File: config.mk
export PLATFORM = sky130hd
export DESIGN_NAME = pwm_multi
export DESIGN_NICKNAME = d
export VERILOG_FILES = /design/src/rtl/pwm_multi.sv
export SDC_FILE = /design/constraint.sdc
export NUM_CORES = 1
export LEC_CHECK = 0
export ABC_AREA = 1
export BUFFER_PORTS_ARGS = -buffer_cell sky130_fd_sc_hd__buf_2
export CAP_MARGIN = 30
export CELL_PAD_IN_SITES_DETAIL_PLACEMENT = 1
export CELL_PAD_IN_SITES_GLOBAL_PLACEMENT = 1
export CORE_ASPECT_RATIO = 2
export CORE_MARGIN = 3
export CORE_UTILIZATION = 40
export DETAILED_ROUTE_END_ITERATION = 8
export GPL_TIMING_DRIVEN = 0
export PLACE_DENSITY = 0.83
export SLEW_MARGIN = 20
export SYNTH_ARGS = -nofsm -noshare
export SYNTH_HDL_FRONTEND = slang
export SYNTH_SLANG_ARGS = --single-unit
File: constraint.sdc
create_clock -name clk -period 5.1 [get_ports clk]
set_clock_uncertainty 0.15 [all_clocks]
set_input_delay 1.02 -clock clk [delete_from_list [all_inputs] [get_ports clk]]
set_output_delay 1.02 -clock clk [all_outputs]
set_load 0.005 [all_outputs]
File: src/rtl/pwm_multi.sv
// pwm_multi: multi-channel PWM generator with shared prescaler and phase
// counter, edge/center-aligned modes and period-boundary shadow registers.
//
// Ports:
//   clk          system clock
//   reset        asynchronous, active-high reset
//   en           global enable; 0 holds counters at 0 and drives outputs low
//   dvsr         prescaler divisor; one phase step every dvsr+1 clocks
//   mode         0 = edge-aligned, 1 = center-aligned (captured on load)
//   duty         packed duty words, channel i = duty[i*(R+1) +: R+1]
//   load         one-cycle strobe capturing duty and mode
//   pwm_out      registered PWM outputs, one per channel
//   period_start one-clock pulse when the phase counter re-enters 0
//
// Edge mode: period 2^R ticks. Center mode: period 2*(2^R-1) ticks.
// Center mode needs R >= 2 so the down-count can reach the d == 1 boundary.

module pwm_multi #(
    parameter int CH = 4,
    parameter int R  = 10,
    parameter int W  = 32
) (
    input  logic                clk,
    input  logic                reset,
    input  logic                en,
    input  logic [W-1:0]        dvsr,
    input  logic                mode,
    input  logic [CH*(R+1)-1:0] duty,
    input  logic                load,
    output logic [CH-1:0]       pwm_out,
    output logic                period_start
);

    typedef enum logic {
        DIR_UP   = 1'b0,
        DIR_DOWN = 1'b1
    } dir_e;

    localparam logic [R-1:0] PH_MAX  = {R{1'b1}};
    localparam logic [R-1:0] PH_ONE  = {{(R-1){1'b0}}, 1'b1};
    localparam logic [W-1:0] PS_ONE  = {{(W-1){1'b0}}, 1'b1};
    localparam int           DW      = CH * (R + 1);

    // Prescaler and phase counter
    logic [W-1:0]  presc_q, presc_d;
    logic [R-1:0]  phase_q, phase_d;
    dir_e          dir_q, dir_d;

    // Shadow registers: pending (written by load), active (used by compare)
    logic [DW-1:0] duty_pend_q, duty_pend_d;
    logic [DW-1:0] duty_act_q, duty_act_d;
    logic          mode_pend_q, mode_pend_d;
    logic          mode_act_q, mode_act_d;
    logic          pend_q, pend_d;

    // Registered outputs
    logic [CH-1:0] pwm_q, pwm_d;
    logic          pstart_q, pstart_d;

    logic          tick;
    logic          boundary;

    // Prescaler. Using >= lets a lowered divisor take effect on the next
    // clock instead of running the counter all the way around 2^W.
    always_comb begin
        tick    = (presc_q == '0);
        presc_d = presc_q;
        if (!en) begin
            presc_d = '0;
        end else if (presc_q >= dvsr) begin
            presc_d = '0;
        end else begin
            presc_d = presc_q + PS_ONE;
        end
    end

    // Period boundary: the tick whose next phase value is 0.
    always_comb begin
        boundary = 1'b0;
        if (en && tick) begin
            if (mode_act_q) begin
                boundary = (dir_q == DIR_DOWN) && (phase_q == PH_ONE);
            end else begin
                boundary = (phase_q == PH_MAX);
            end
        end
    end

    // Phase counter and direction. Restarting at 0/up on every boundary also
    // gives a clean start when the active mode changes at that boundary.
    always_comb begin
        phase_d = phase_q;
        dir_d   = dir_q;
        if (!en) begin
            phase_d = '0;
            dir_d   = DIR_UP;
        end else if (tick) begin
            if (boundary) begin
                phase_d = '0;
                dir_d   = DIR_UP;
            end else if (!mode_act_q) begin
                phase_d = phase_q + PH_ONE;
            end else if (dir_q == DIR_UP) begin
                if (phase_q == PH_MAX) begin
                    // Turn around without repeating the top value.
                    phase_d = phase_q - PH_ONE;
                    dir_d   = DIR_DOWN;
                end else begin
                    phase_d = phase_q + PH_ONE;
                end
            end else begin
                phase_d = phase_q - PH_ONE;
            end
        end
    end

    // Shadow registers. While disabled there is no period to protect, so
    // settings go straight to active and the first enabled period uses them.
    always_comb begin
        duty_pend_d = duty_pend_q;
        mode_pend_d = mode_pend_q;
        duty_act_d  = duty_act_q;
        mode_act_d  = mode_act_q;
        pend_d      = pend_q;

        if (load) begin
            duty_pend_d = duty;
            mode_pend_d = mode;
        end

        if (!en || boundary) begin
            if (load) begin
                duty_act_d = duty;
                mode_act_d = mode;
                pend_d     = 1'b0;
            end else if (pend_q) begin
                duty_act_d = duty_pend_q;
                mode_act_d = mode_pend_q;
                pend_d     = 1'b0;
            end
        end else if (load) begin
            pend_d = 1'b1;
        end
    end

    // Per-channel compare against the current phase; registered, so the
    // output trails the phase counter by one clock.
    always_comb begin
        pwm_d = '0;
        for (int i = 0; i < CH; i++) begin
            pwm_d[i] = en && ({1'b0, phase_q} < duty_act_q[i*(R+1) +: R+1]);
        end
        pstart_d = boundary;
    end

    always_ff @(posedge clk or posedge reset) begin
        if (reset) begin
            presc_q     <= '0;
            phase_q     <= '0;
            dir_q       <= DIR_UP;
            duty_pend_q <= '0;
            duty_act_q  <= '0;
            mode_pend_q <= 1'b0;
            mode_act_q  <= 1'b0;
            pend_q      <= 1'b0;
            pwm_q       <= '0;
            pstart_q    <= 1'b0;
        end else begin
            presc_q     <= presc_d;
            phase_q     <= phase_d;
            dir_q       <= dir_d;
            duty_pend_q <= duty_pend_d;
            duty_act_q  <= duty_act_d;
            mode_pend_q <= mode_pend_d;
            mode_act_q  <= mode_act_d;
            pend_q      <= pend_d;
            pwm_q       <= pwm_d;
            pstart_q    <= pstart_d;
        end
    end

    assign pwm_out      = pwm_q;
    assign period_start = pstart_q;

endmodule

; Word-level counts from Yosys, hierarchy flattened
; Cells that the tools add are included.
[totals]
regBits = 139
elab_cells = 57
inputBits = 81
[op_classes]
mux = 22
n_eq_ne = 4
n_reduce_logical = 13
add_sub_neg = 3
order_cmp = 5
[ops]
columns = operator, count
row1 = 2-to-1 mux 44 bit, 2
row2 = 2-to-1 mux 32 bit, 2
row3 = 2-to-1 mux 10 bit, 6
row4 = less-than comparator 10 x 11 -> 1 bit, 4
row5 = adder 32 x 1 -> 32 bit (second input constant), 1
row6 = >= comparator 32 bit, 1
row7 = zero test 32 bit, 1
row8 = 2-to-1 mux 1 bit, 12
row9 = adder 10 x 1 -> 10 bit (second input constant), 1
row10 = == test 10 x 1 -> 1 bit (second input constant), 1
row11 = == test 10 bit (second input constant), 1
row12 = subtractor 10 x 1 -> 10 bit (second input constant), 1
row13 = logical AND 1 bit, 6
row14 = AND reduction 2 bit, 2
row15 = nonzero test 2 bit, 2
row16 = != test 3 x 1 -> 1 bit (second input constant), 1
row17 = != test 2 x 1 -> 1 bit (second input constant), 1
row18 = zero test 1 bit, 1
row19 = logical OR 1 bit, 1

; Longest topological paths before layout
; Gate-level depths: netlist of the first run.
[depth]
depth_word = 7
ltp_mapped = 15
depth_no_buf = 14

; Worst setup path after synthesis of the first run
; No wires, ideal clock.
[synth_path]
kind = input to register
startpoint = input port dvsr[15]
endpoint = register presc_q[11]
path_slack_ps = 2652
setup_time_ps = 122
path_stages = 12
n_path_buf = 1
t_arrival_ps = 2177
path_cell_list = inv_1 > ha_1 > nand2_1 > inv_1 > nand3_1 > nor3_1 > nand2_1 > nand2_1 > nand2_1 > nand3_1 > buf_2 > nor2_1
[synth_via]
elab_chain_len = 3
[synth_lines]
columns = item, line_no
row1 = start: declaration, 26  ; input logic [W-1:0] dvsr,
row2 = >= comparator 32 bit, 70  ; end else if (presc_q >= dvsr) begin
row3 = 2-to-1 mux 32 bit, 70
row4 = 2-to-1 mux 32 bit, 68  ; if (!en) begin
row5 = via presc_d[11], 45  ; logic [W-1:0] presc_q, presc_d;
row6 = end signal: assignment, 169  ; presc_q <= presc_d;
row7 = end: declaration, 45
; The timed path passes the listed nets, and every way through them passes these cells.
; A chain may end at the register's enable or synchronous reset.

; Final worst setup path of the first run
; Same ends and word-level chain as after synthesis.

==> run summary, run 1 <==
- finished, final reports clean — result of the run
- 0 — count of antenna diodes in the layout
- 8,116 — via total after detailed routing
- 2326 ps — final worst-path setup slack
- 0.9357 — gp weighted congestion
- 0% — mux share of post-synthesis cell area
- 0 — drc violations
- dfrtp_1 — post-synthesis cell type with the largest combined area
- 16.24% — area delta synth->final
- 40.07% — share of the yosys chip area belonging to registers
- buf_2, inv_1, ha_1, nand2_1, inv_1, nand3_1, nor3_1, nand2_1, nand2_1, nand2_1, nand3_1, buf_2, nor2_1 — cells along the critical path
- 0 — global-route congestion overflow total
- input pin — startpoint type of the worst setup path
- 139 — clock sink count
- 2774 ps — Period minus WS final
- 0 — count of endpoints failing setup in the final report
- 4 — buffer and inverter count on the worst path
- 0 — Final ANT Viol Nets
- 318.4 mW/mm2 — total power divided by cell area
- flop to flop — HP Class
- 1,326 — net count after synthesis
- 440 ps — biggest cell delay along the critical path
- 0.008681 mm2 — post-synth design cell area
- 0 — pins over their slew limit
- 270 — violation count after the first detailed-routing iteration
- 86 — number of placed I/O pins
- no — unrepaired setup endpoints after global routing
- 420 x nand2_1, 142 x inv_1, 139 x dfrtp_1 — Commonest cells post-synth
- 34.17% — area share of and/or/nand/nor cells after synthesis
- simple AND/OR/NAND/NOR gates — Worst path top cell family by delay
- 36 — count of distinct cell types in the synthesized netlist
- 1784 ps — minimum setup slack after placement
- nand2_1 — cell seen most often among critical-path stages
- 23.79% — GRT Total Usage
- 139 — synthesis-stage register bit count
- 54.39% — Tcrit/Tclk final
- 20.79 mm — final HPWL from detailed placement
- 13.12% — proportion of layout cells with a drive suffix above 1
- 0 — number of endpoints with negative hold slack in the final report
- 100.0% — async set-or-reset flop fraction in the synthesized netlist
- 0 — number of antenna violations at the first check in global routing
- 0.02111 mm2 — Floorplan Core Area
- 8,877 — vias in the first global route
- 60 ps — clock slew at reported path FFs
- 0 — number of buffers added for setup after CTS
- 440 ps — clock latency of the later-clocked register in the worst-skew pair
- 110.2 um — die span in x
- 4 — number of detailed-routing iterations run before antenna repair
- 7.407 um2 — Avg Cell Area, Syn
- nand2_1 — count leader, synth
- 360.5 MHz — top achievable clock speed
- clkbuf_16 — clock root buffer
- 2940 ps — signal arrival time at the worst endpoint
- 74 — maximum number of pins on one net before global-route repair
- 41.11% — initial standard-cell utilization of the core
- nor3_1 — slowest library cell on the worst path
- 26.43 mm — sum of routed wire length over all layers
- 10.52% — adder-cell share of the synthesized area
- 5270 ps — worst endpoint required time
- 2 — CTS max path bufs
- 0.02361 mm2 — Die ar.
- input pin to flop — kind of critical path
- 319.9 ps — worst hold-check slack
- 4 — H-tree depth reported by CTS
- 1,429 — number of nets in the finished design
- 1,172 — Syn Inst Count
- 5.213 — detail-routed via count per cell
- dfrtp_1 40%, nand2_1 18%, ha_1 11%, nand3_1 6.2%, inv_1 6.1% — top post-synthesis cells by area
- 909.0 ps — slew at the pin closest to its max-slew limit
- 75 — number of placement rows
- 16.98 um — Avg WL per Cell
- 0 — max capacitance violation total
- 0 — hold bufs inserted after CTS
- dfrtp_1 — Most used DFF post-synth
- 0 — Post-synth EDFFs
- 40.07% — fraction of post-synthesis cell area in the top cell type by area
- 38.93% — worst rel slew slack
- 5.448% — synthesized-area fraction occupied by ao, oa, aoi and oai cells
- 0.8071% — Synth Area in XOR/XNOR
- 42.91 mm — global-route wire length before repair
- 0 — number of synthesis warnings
- flop — type of element capturing the critical path
- 10 — Critical Path Fanout Max
- 83 — Port Buffers
- 214.3 um — Die Height
- simple AND/OR/NAND/NOR gates — dominant combinational cell family by area after synthesis
- 0.3075 mV — Max rail drop VDD
- 17 — number of CTS-inserted buffers
- done — CTS tree
- 0 — cells resized by post-CTS repair
- 2,718 — Filler cells
- 5.496 nW — leakage power summed over all cells
kinds of logic (layout without fill, tap and decap cells):
logic type	Yosys count	count (layout)
and+or+nand+nor	693	693
buffers and inverters	176	292
AOI/OAI and AO/OA	83	83
DFF	139	139
xor gates and xnor gates	8	8
adders and majority gates	73	73
sequential cells by signal, summed over array words and instances, names as in the netlist, 4 cells and up:
name / cells
phase_q: 10
pwm_out: 4
duty_pend_q: 44
duty_act_q: 44
presc_q: 32
stage by stage:
| step | area, um2 | TNS [ps] | util, % | std cells | total power, mW |
|---|---|---|---|---|---|
| after floorplan | 8681 | 0 | - | 1172 | 1.694 |
| after global placement | 9433 | -217180 | 44.68 | 1524 | 1.864 |
| after detailed placement | 9468 | 0 | 44.84 | 1525 | 1.908 |
| after CTS | 10090 | 0 | 47.79 | 1557 | 3.249 |
| after global routing | 10090 | 0 | 47.79 | 1557 | 3.393 |
| final | 10090 | 0 | 47.79 | 1557 | 3.213 |
cells in the final DEF, fill, tap and decap left out, drive strengths merged:
cell      count
dfrtp       139
xor2          6
a21oi        35
buf         111
nand2       427
xnor2         2
clkinvlp      3
ha           73
nand4        21
o21bai        2
nor3         20
bufinv        3
a211oi        4
o21ai        28
nand3       119
nor2        103
nand3b        1
clkinv        3
inv         148
o211ai        7
a21o          5
or2           2
clkbuf       24
o21a          2
routing by layer:
metal,up-vias,track usage [%],wire [um]
met5,-,0,0
met2,168,45.38,15090
met4,0,16.52,1962
li1,3950,-,-
met3,97,3.857,643
met1,3901,21.47,8740
power breakdown:
group | switching [mW] | internal [mW]
Combinational | 0.380 | 0.221
Clock | 0.530 | 0.794
Sequential | 0.0832 | 1.21
final timing paths:
| check | from | to | slack, ps | cells after the start |
|---|---|---|---|---|
| worst max-delay path | dvsr[15] | presc_q[11] | 2330 | 13 |
| worst min-delay path | duty_pend_q[14] | duty_pend_q[14] | 320 | 2 |
| worst max register to register | presc_q[15] | presc_q[11] | 2500 | 11 |
| worst min register to register | duty_pend_q[14] | duty_pend_q[14] | 320 | 2 |
| max in group asynchronous | reset | period_start | 3590 | 3 |
| min in group asynchronous | reset | duty_pend_q[3] | 470 | 2 |
worst reg2reg max path, cell delays in order, from the launching register on:
cell and delay [ps]:
dfrtp_1 470, ha_1 350, nand2_1 60, inv_1 60, nand3_1 80, nor3_1 440
nand2_1 110, nand2_1 110, nand2_1 60, nand3_1 220, buf_2 300, nor2_1 80
final cells by class:
class                      instances  area, um2  area share (%)
buffer                            33      242.7           2.405
clock buffer                      18      439.2           4.352
clock inverter                    14      183.9           1.823
inverter                         143      544.3           5.394
multi-input combinational        857       4423           43.83
sequential                       139       3478           34.47
tap                              269      336.6           3.335
timing repair buffer              84      442.9           4.389
(Power assumes the default switching activity.)
==> run 2: changes to the inputs <==
==> constraint.sdc (replaced) <==
create_clock -name clk -period 2.2 [get_ports clk]
set_clock_uncertainty 0.15 [all_clocks]
set_input_delay 0.44 -clock clk [delete_from_list [all_inputs] [get_ports clk]]
set_output_delay 0.44 -clock clk [all_outputs]
set_load 0.005 [all_outputs]
==> run 2 against run 1 <==
Net effect: wire length up 9.2%; setup slack worse by 2300 ps; total power grew 140%; global-route usage is 0.59 points higher; critical path depth shrank 4; register-to-register slack got worse by 2500 ps.
==> run summary, run 2 (same netlist as run 1, synthesis figures left out) <==
- finished, final reports clean — result of the run
- nand2_1 — most common cell after layout, fill and taps aside
- 1,617 — non-filler cells, final, +3.9%
- done — CTS tree
- 41.11% — initial standard-cell utilization of the core, unchanged
- clkbuf_16 — clock root buffer
- duty_act_q: 44 flops, duty_pend_q: 44 flops, presc_q: 32 flops — largest registers
- 2.291 mW — NetSw, +130%
- simple AND/OR/NAND/NOR gates — Worst path top cell family by delay
- 0 — count of antenna diodes in the layout, unchanged
- 5 — number of detailed-routing iterations run before antenna repair, +1
- presc_q[2] — terminus of the critical flop-to-flop path
- 76.13 ps — worst hold-check slack, -243.8 ps
- 440 ps — clock latency of the later-clocked register in the worst-skew pair, about the same
- 400 ps — biggest cell delay along the critical path, -40 ps
- 17 — number of CTS-inserted buffers, unchanged
- 139 — clock sink count, unchanged
- 41.3% — share of power burned in the clock network, about the same
- 60 ps — clock slew at reported path FFs, about the same
- 8 — Critical Path Fanout Max, -2
- 2188 ps — Period minus WS final
- 33 — maximum number of pins on one net before global-route repair, -55%
- 0 — global-route congestion overflow total, unchanged
- 8,502 — via total after detailed routing, +4.8%
- 0 — number of endpoints with negative hold slack in the final report, unchanged
- 38.5% — fraction of power consumed by sequential logic, -1.6 points
- flop to flop — kind of critical path
- 285 — violation count after the first detailed-routing iteration, +5.6%
- 5.422 mW — internal power summed over all cells, +140%
- 1,529 — placed instance count, +0.26%
- 2 — CTS max path bufs, unchanged
- dfrtp_2 — slowest library cell on the worst path
- 7.713 mW — overall power, +140%
- 697.2 mW/mm2 — total power divided by cell area, +120%
- 5.258 — detail-routed via count per cell, +0.87%
- 17.85 um — Avg WL per Cell, +5.1%
- 0.6547 mV — Max rail drop VDD, +110%
- 20.2% — part of the power in combinational logic, +1.5 points
- 0 — Final ANT Viol Nets, unchanged
- 0.01106 mm2 — final standard cell area without fillers, +9.6%
- 214.3 um — Die Height, unchanged
- 10 ps — Worst R2R Setup Slack, -2490 ps
- presc_q[20] — origin of the critical flop-to-flop path
- 110.2 um — die span in x, unchanged
- 99.46% — Tcrit/Tclk final
- 21.37 mm — final HPWL from detailed placement, +2.8%
- 0.9477 — gp weighted congestion, +1.3%
- 22.40% — proportion of layout cells with a drive suffix above 1, +9.3 points
- 0 — drc violations, unchanged
- flop — type of element capturing the critical path
- 457.0 MHz — top achievable clock speed
- 83 — Port Buffers, unchanged
- 51.69% — worst rel slew slack, +13 points
- duty[35] — startpoint of the most critical hold path
- 0 — pins over their slew limit, unchanged
- yes — unrepaired setup endpoints after global routing
- flop — startpoint type of the worst setup path
- 724.7 ps — slew at the pin closest to its max-slew limit, -184.3 ps
- 9 — length in cells of the worst reg-to-reg path, -2
- 4 — H-tree depth reported by CTS, unchanged
- 75 — number of placement rows, unchanged
- 1 — buffer and inverter count on the worst path, -3
- nand4_1 — cell seen most often among critical-path stages
- 2360 ps — signal arrival time at the worst endpoint, -580 ps
- 0 — count of endpoints failing setup in the final report, unchanged
- duty_pend_q[35] — hold endpoint
- 28.86 mm — sum of routed wire length over all layers, +9.2%
- 24.38% — GRT Total Usage, +0.59 points
- 0.009552 mm2 — cell area reported after detailed placement, +0.89%
- 5.841 nW — leakage power summed over all cells, +6.3%
- 0 — max capacitance violation total, unchanged
- 43.90 mm — global-route wire length before repair, +2.3%
- 1,489 — number of nets in the finished design, +4.2%
- ha_1, nand2_2, nor2_4, nand4_1, nor2_2, nand4_1, nand3_4, clkbuf_16, nor2_1 — cells along the critical path
- 0.02111 mm2 — Floorplan Core Area, unchanged
- 410 x nand2_1, 139 x inv_1, 111 x dfrtp_1 — top library cells by usage in the layout, fill and taps aside
- 0.02361 mm2 — Die ar., unchanged
- 29.71% — fraction of power spent switching nets, -1.2 points
- 27.44% — area delta synth->final
- 2370 ps — worst endpoint required time, -2900 ps
- input pin to flop — HP Class
- -466.8 ps — minimum setup slack after placement, -2251 ps
- 86 — number of placed I/O pins, unchanged
- 3 — worst hold stages, +1
- 0 — number of antenna violations at the first check in global routing, unchanged
- 11.91 ps — final worst-path setup slack, -2314 ps
- 9,036 — vias in the first global route, +1.8%
[run 2: cell types whose count changed in the layout (fill, tap and decap cells not counted), moves of 5 or more]
cell,before,now
ha_4,0,10
dfrtp_2,0,28
nand2_2,5,14
nor3_1,20,15
nor2_1,97,83
ha_1,73,61
buf_4,2,53
nor2_2,2,12
nand2_1,420,410
dfrtp_1,139,111
[run 2: repair_timing]
item / in CTS / in global routing
endpoints found under the setup margin: 82 / 76
endpoints found under the hold margin: 11 / 0
pin swaps: 1 / 13
gates cloned: 0 / 3
hold buffers: 1 / 0
buffers inserted: 2 / 50
gates resized for setup: 26 / 72
[run 2: how the worst max path moves through the flow]
stage,from,end,slack (ps),cells after the start
after floorplan,reset,dir_q,-130,1
after global placement,reset,pwm_out[1],-1160,2
after detailed placement,dvsr[15],presc_q[27],-470,13
after CTS,presc_q[1],presc_q[14],0.3,8
after global routing,presc_q[1],presc_q[2],-80,13
final,presc_q[20],presc_q[2],10,9
[run 2: worst min-delay path: stages]
cell     delay (ps)
buf_2            70
nand2_1          40
nand2_1          70
[run 2: per-stage QoR]
step / setup TNS (ps) / util (%)
2_1_floorplan: -17390 / -
3_3_place_gp: -173920 / 44.69
3_5_place_dp: -19070 / 45.24
4_1_cts: 0 / 48.75
6_report: 0 / 52.40
5_1_grt: -2001 / 52.40
[run 2: power groups by stage]
stage          Clock [mW]  Combinational (mW)  Sequential, mW
2_1_floorplan           0               0.971            2.96
3_3_place_gp            0                1.30            3.02
3_5_place_dp            0                1.41            3.03
4_1_cts              3.22                1.47            2.98
5_1_grt              3.35                1.79            3.00
6_report             3.18                1.56            2.97
[run 2: area by class of cell]
| type | instances | area [um2] |
|---|---|---|
| fill | 2651 | 10050 |
| multi-input combinational | 857 | 4731 |
| sequential | 139 | 3513 |
| timing repair buffer | 144 | 1018 |
| inverter | 143 | 540.5 |
| clock buffer | 23 | 488.0 |
| tap | 269 | 336.6 |
| buffer | 33 | 276.5 |
| clock inverter | 9 | 158.9 |
[run 2: metal layers]
layer / track usage (%) / wire (um)
met5: 0 / 0
met4: 17.26 / 2228
met3: 3.706 / 957
met2: 46.88 / 16460
met1: 21.64 / 9213
